===== src/rtl/bcd_scan_capture.sv =====
// Receive side of an 8-digit multiplexed BCD display scan: filters the sampled
// anode/BCD bus, captures one digit per stable slot and publishes whole frames.
module bcd_scan_capture #(
  parameter int unsigned STABLE_CYC  = 2,
  parameter int unsigned TIMEOUT_CYC = 1024
) (
  input  logic       clk,
  input  logic       reset,
  input  logic [7:0] anodo_in,
  input  logic [3:0] bcd_in,
  output logic [3:0] d1,
  output logic [3:0] d2,
  output logic [3:0] d3,
  output logic [3:0] d4,
  output logic [3:0] d5,
  output logic [3:0] d6,
  output logic [3:0] d7,
  output logic [3:0] d8,
  output logic [7:0] digit_valid,
  output logic       frame_done,
  output logic       multi_err,
  output logic       timeout
);

  logic [7:0]  an_r, an_p;
  logic [3:0]  bcd_r, bcd_p;
  logic [3:0]  stab_cnt;
  logic        held;
  logic [3:0]  shadow [8];
  logic [3:0]  dig    [8];
  logic [7:0]  mask;
  logic [2:0]  last_idx;
  logic        open;
  logic [15:0] tcnt;

  logic        changed, accept, blank, single, multi, capture, wrap;
  logic [7:0]  low;
  logic [2:0]  k;

  // an_p/bcd_p hold the value the stability count refers to; held blocks
  // repeated acceptance once the counter has saturated.
  always_comb begin
    low     = ~an_p;
    changed = ({an_r, bcd_r} != {an_p, bcd_p});
    accept  = !held && (stab_cnt == 4'(STABLE_CYC));
    blank   = (low == '0);
    single  = !blank && ((low & (low - 8'd1)) == '0);
    multi   = !blank && !single;
    capture = accept && single;
    k       = '0;
    for (int unsigned i = 0; i < 8; i++) begin
      if (low[i]) k = 3'(i);
    end
    wrap    = open && (k <= last_idx);
  end

  always_ff @(posedge clk or negedge reset) begin
    if (!reset) begin
      an_r        <= '1;
      an_p        <= '1;
      bcd_r       <= '0;
      bcd_p       <= '0;
      stab_cnt    <= '0;
      held        <= 1'b0;
      mask        <= '0;
      last_idx    <= '0;
      open        <= 1'b0;
      tcnt        <= '0;
      digit_valid <= '0;
      frame_done  <= 1'b0;
      multi_err   <= 1'b0;
      timeout     <= 1'b0;
      for (int unsigned i = 0; i < 8; i++) begin
        shadow[i] <= '0;
        dig[i]    <= '0;
      end
    end else begin
      an_r  <= anodo_in;
      bcd_r <= bcd_in;
      an_p  <= an_r;
      bcd_p <= bcd_r;
      if (changed)
        stab_cnt <= 4'd1;
      else if (stab_cnt != 4'd15)
        stab_cnt <= stab_cnt + 4'd1;
      held <= !changed && (stab_cnt == 4'd15);

      frame_done <= 1'b0;
      timeout    <= 1'b0;
      multi_err  <= accept && multi;

      if (capture) begin
        // Publish uses the pre-capture shadow; the new digit seeds the next frame.
        if (wrap) begin
          for (int unsigned i = 0; i < 8; i++) begin
            if (mask[i]) dig[i] <= shadow[i];
          end
          digit_valid <= mask;
          frame_done  <= 1'b1;
          mask        <= 8'd1 << k;
        end else if (open) begin
          mask <= mask | (8'd1 << k);
        end else begin
          mask <= 8'd1 << k;
        end
        shadow[k] <= bcd_p;
        last_idx  <= k;
        open      <= 1'b1;
        tcnt      <= '0;
      end else if (open) begin
        if (tcnt == 16'(TIMEOUT_CYC - 1)) begin
          for (int unsigned i = 0; i < 8; i++) begin
            if (mask[i]) dig[i] <= shadow[i];
          end
          digit_valid <= mask;
          frame_done  <= 1'b1;
          timeout     <= 1'b1;
          open        <= 1'b0;
          mask        <= '0;
          tcnt        <= '0;
        end else begin
          tcnt <= tcnt + 16'd1;
        end
      end
    end
  end

  assign d1 = dig[7];
  assign d2 = dig[6];
  assign d3 = dig[5];
  assign d4 = dig[4];
  assign d5 = dig[3];
  assign d6 = dig[2];
  assign d7 = dig[1];
  assign d8 = dig[0];

endmodule


===== config.mk =====
export PLATFORM = sky130hd
export DESIGN_NAME = bcd_scan_capture
export DESIGN_NICKNAME = d
export VERILOG_FILES = /design/src/rtl/bcd_scan_capture.sv
export SDC_FILE = /design/constraint.sdc
export NUM_CORES = 1
export LEC_CHECK = 0
export CAP_MARGIN = 20
export CORE_MARGIN = 5
export CORE_UTILIZATION = 35
export DETAILED_ROUTE_END_ITERATION = 10
export SYNTH_ARGS = -nofsm -noshare
export SYNTH_HDL_FRONTEND = slang
export SYNTH_SLANG_ARGS = --single-unit

===== constraint.sdc =====
create_clock -name clk -period 5.1 [get_ports clk]
set_input_delay 1.275 -clock clk [delete_from_list [all_inputs] [get_ports clk]]
set_output_delay 1.275 -clock clk [all_outputs]
set_load 0.05 [all_outputs]

# Word level (Yosys, flattened, before mapping)
# Cells that the tools add are included.
[totals]
output_inout_bits = 43
input_bits = 14
register_bits = 132
word_cells = 110
[op_classes]
mux = 44
reduce_logical = 19
eq_ne = 6
shifts = 1
n_bitwise = 4
n_lt_le_gt_ge = 3
n_addsub = 3
[op_table]
columns = ["operator", "n"]
rows = [
  ["32-bit 2-to-1 mux", 4],
  ["8-bit 2-to-1 mux", 9],
  ["16-bit 2-to-1 mux", 3],
  ["4-bit 2-to-1 mux", 11],
  ["32-bit bitwise mux", 1],
  ["16-bit by 1-bit adder with 16-bit output (second input constant)", 1],
  ["16-bit by 10-bit == test with 1-bit output (second input constant)", 1],
  ["8-bit logical NOT", 2],
  ["3-bit 2-to-1 mux", 5],
  ["4-bit demux with 3-bit select", 1],
  ["12-bit inequality test", 1],
  ["1-bit 2-to-1 mux", 9],
  ["8-bit bitwise AND", 1],
  ["1-bit logical AND", 8],
  ["8-bit inverter", 1],
  ["8-bit OR", 1],
  ["1-bit by 3-bit left shift with 8-bit output (first input constant)", 1],
  ["8-bit by 1-bit subtractor with 8-bit output (second input constant)", 1],
  ["2-bit nonzero test", 3],
  ["4-bit by 1-bit adder with 4-bit output (second input constant)", 1],
  ["4-bit by 2-bit == test with 1-bit output (second input constant)", 1],
  ["4-bit == test (second input constant)", 1],
  ["4-bit >= comparator (second input constant)", 1],
  ["1-bit logical NOT", 4],
  ["other kinds (8)", 8],
]

# Longest topological paths before layout
[logic_depth]
ltp_word = 14
ltp_mapped = 11
ltp_nobuf = 11

# Worst setup path before layout
# OpenSTA, ideal clock, no wires.
[synth_timing]
path_type = "register to register"
start = "register an_p[5]"
end = "register dig, in the netlist d1[0]"
slack_ns = 2.264
required_time_ns = 4.975
stages_incl_launch_ff = 10
arrival_time_ns = 2.711
path_cell_list = "dfstp_2 clkbuf_1 inv_1 a21o_1 a21boi_0 ha_1 a32oi_1 nor4_4 o21ai_1 mux2_2"
[synth_between]
elab_chain_len = 8
elab_cells_between_ends = 18
cone_classes = "add/sub (1); order compare (1); eq/ne (1); mux (4); bitwise (2); reduce/logical (9)"
[synth_rtl]
columns = ["item", "line", "rtl"]
rows = [
  ["start: declaration", "25", "logic [7:0] an_r, an_p;"],
  ["start signal: assignment", "80", "an_p <= an_r;"],
  ["8-bit inverter *", "43", "low = ~an_p;"],
  ["8-bit by 1-bit subtractor with 8-bit output / 3-bit 2-to-1 mux (equally long branches)", "47, 52", ""],
  ["8-bit bitwise AND / 3-bit 2-to-1 mux (equally long branches)", "47, 52", ""],
  ["8-bit logical NOT / 3-bit 2-to-1 mux (equally long branches)", "47, 52", ""],
  ["1-bit logical AND / 3-bit <= comparator (equally long branches)", "47, 54", ""],
  ["1-bit logical AND (on tied branches)", "49, 54", ""],
  ["2-bit by 1-bit inequality test with 1-bit output (no line) / 2-bit nonzero test (equally long branches)", "n/a", ""],
  ["3-bit AND reduction (no line)", "n/a", ""],
  ["end signal: indexed assignment", "96", "if (mask[i]) dig[i] <= shadow[i];"],
  ["end signal: indexed assignment", "113", "if (mask[i]) dig[i] <= shadow[i];"],
  ["end: declaration", "30", "logic [3:0] dig [8];"],
]
# Mark *: on every way between the ends. The rest lies on a longest branch, timed or not.
# A chain may end at the register's enable or synchronous reset.

# Worst setup path in the final report
[layout_timing]
start = "register an_p[3]"
end = "register dig, in the netlist d7[2]"
[layout_between]
elab_chain_len = 10
elab_cells_between_ends = 20
cone_classes = "add/sub (1); order compare (1); eq/ne (1); mux (6); bitwise (2); reduce/logical (9)"
[layout_rtl]
columns = ["item", "line"]
rows = [
  ["8-bit inverter *", "43"],
  ["branches (longest 9 deep; another with 8-bit by 1-bit subtractor with 8-bit output)", "n/a"],
]
# Every way passes the cells marked *.

==> results_dict.tcl <==
set metrics [dict create \
    multi_input_area_sq_um 1890 \
    gr-total-overflow 0 \
    ys_types 44 \
    cts_tree "done" \
    cts_resized 0 \
    met3_usage_pct 4.27 \
    path_class "register to register" \
    die_height_um 133 \
    worstMarginPinSlew_ns 0.856 \
    fill_cells 1430 \
    clock_path_buffers 2 \
    regArea_sq_um 3320 \
    slowest_delay_ns 0.64 \
    r2r-start "an_p[3]" \
    use_met2_pct 20.7 \
    endpoint_kind "register" \
    grt_max_degree 70 \
    fmax_ghz 0.296 \
    synthArstFlopShare_pct 100 \
    critPathLaunch "an_p[3]" \
    post-route-util_pct 44.2 \
    drive_gt1_share_pct 24.0 \
    hp-class "register to register" \
    synth_most_common_cell "dfrtp_1" \
    avgRoutedWirePerCell_um 15.8 \
    syn_area_sq_um 5330 \
    htreeDepth 4 \
    num_io_pins 57 \
    use_met1_pct 17.2 \
    critPathMostFrequentCell "o21ai_0" \
    p_leak_uw 0.00314 \
    clkLatencyLatePin_ns 0.41 \
    floorplan.initialDensity_pct 35.3 \
    routed_wl_um 10800 \
    avgSynthCellArea_sq_um 12.8 \
    place_congestion 0.773 \
    slew_viol_final 0 \
    path_max_fanout 10 \
    hpwl_um 7590 \
    required_ns 5.39 \
    critPathBufInv 0 \
    yosysSeqAreaShare_pct 62.4 \
    cts_buffers 17 \
    cts_setup_buffers 0 \
    synth_ff_type "dfrtp_1" \
    rsz0062_at_grt "false" \
    synth_commonest_cells "dfrtp_1 (116), mux2_2 (64), o21ai_0 (25)" \
    synthTopCellsByArea "dfrtp_1 (54%), mux2_2 (14%), dfstp_2 (7.9%)" \
    yosys.area.top_type_share_pct 54.5 \
    finClkSkew_ns 0.0109 \
    vias 3412 \
    startpoint_type "register" \
    yosysWarnings 0 \
    antenna_found_initial 0 \
    syn_nets 436 \
    diodes 0 \
    relSlewSlack_pct 42.9 \
    design.final.nets 503 \
    area_delta_synth_final_pct 25.3 \
    grt-busiest-layer "met2" \
    ant_nets 0 \
    clock-sinks 132 \
    first_pass_iters 5 \
    synthCells 416 \
    drc 0 \
    tns_ns 0 \
    setup_viol 0 \
    grt_usage_pct 13.1 \
    fin_crit_ns 3.38 \
    critical-path-top-delay-family "compound AO/OA/AOI/OAI gates" \
    yosysTopAreaCell "dfrtp_1" \
    total_power_uw 2280 \
    coreArea_sq_um 15100 \
    row_count 45 \
    portBuffers 56 \
    cp_cell_sequence "o21ai_0, a21o_1, a21boi_0, ha_1, nor2b_1, o21ai_0, a32oi_1, nor4_4, o21ai_1, mux2_2" \
    cts_hold_buf 0 \
    hold_path.startpoint "an_r[0]" \
    first_global_vias 3612 \
    critPathSlowestCell "nor4_4" \
    die-area_sq_um 17800 \
    synth-edff-count 0 \
    grt_pass1_wl_um 18500 \
    max-vdd-ir-drop_mv 0.246 \
    p_per_area_nw_per_um2 342 \
    critPathArrivalTime_ns 3.67 \
    max-cap-violations 0 \
    finalCritPeriodShare_pct 66.3 \
    drtIter0Drc 229 \
    via_per_inst 4.99 \
    hold_viol 0 \
    status "complete, no violations" \
    cts_root_buf "clkbuf_16" \
    die_x_um 133 \
    ys_seq_elements 132 \
    path_clk_slew_ns 0.05 \
]
stage by stage:
| stage | instances | setup WS, ns | hold WS [ns] | cell area (sq um) |
|---|---|---|---|---|
| after floorplan | 416 | 2.26 | 0.360 | 5330 |
| after global placement | 651 | 1.78 | 0.365 | 6090 |
| after detailed placement | 652 | 1.68 | 0.365 | 6100 |
| after CTS | 684 | 1.69 | 0.366 | 6670 |
| after global routing | 684 | 1.38 | 0.378 | 6670 |
| final | 684 | 1.72 | 0.363 | 6670 |
final timing paths:
| path | depth (start not counted) | slack (ns) | to |
|---|---|---|---|
| setup / recovery | 10 | 1.72 | d7[2] |
| hold / removal | 0 | 0.36 | an_p[0] |
| setup reg to reg | 10 | 1.72 | d7[2] |
| hold reg to reg | 0 | 0.36 | an_p[0] |
| max in group asynchronous | 2 | 3.13 | an_r[3] |
| min in group asynchronous | 1 | 0.96 | d4[2] |
logic make-up (layout without fill, tap and decap cells):
kind of cell             Yosys count  count (layout)  synth area share, %
AO/OA/AOI/OAI                     67              67                 7.52
XOR/XNOR                          18              18                 2.96
adder cells (fa/ha/maj)            6               6                 1.41
buffers and inverters             30             110                 2.18
flip-flops                       132             132                 62.4
multiplexers                      64              64                 13.5
AND/OR/NAND/NOR                   99              99                 10.0
layout make-up:
cell class,instances,share of cell area (%)
clock buffers,28,7.89
repair buffers,60,8.81
multi-input cells,254,28.3
flip-flops and latches,132,49.8
inverters,18,1.01
clock inverters,4,0.675
well taps,188,3.52
power breakdown:
group          leakage (uW)  switching (uW)  internal, uW
registers           0.00177            15.6          1060
clock network      0.000284             407           746
logic               0.00109            30.6          18.0
total               0.00314             454          1830
layout by cell type, fill, tap and decap left out, types with 2 or more instances in the layout:
master / count
nor4_1: 3
a21boi_0: 2
buf_4: 5
nor2b_1: 2
nand3_1: 14
clkbuf_1: 5
dfrtp_1: 116
nor3_1: 11
clkinv_2: 3
xor2_1: 16
or3_1: 3
and3_1: 6
clkbuf_8: 6
ha_1: 6
clkbuf_16: 17
xnor2_1: 2
nand2_1: 19
inv_1: 18
o21ai_0: 25
mux2_2: 64
a31o_2: 2
o21ai_1: 7
dfstp_2: 16
clkdlybuf4s50_1: 55
a21o_1: 9
nor3b_1: 2
or4_1: 2
a21oi_1: 12
nand4_1: 7
nand4b_1: 4
nor2_1: 19
layer usage:
layer	vias to the layer above	wire [um]
met5	-	0
met1	1729	4950
li1	1616	-
met4	0	144
met3	14	441
met2	53	5270
registers in the layout, summed over array words and instances, names as in the netlist, 8 cells and up:
register,count
digit_valid,8
mask,8
an_p,8
an_r,8
shadow,32
tcnt,16
Note: power is estimated with default switching activity, not from simulation.
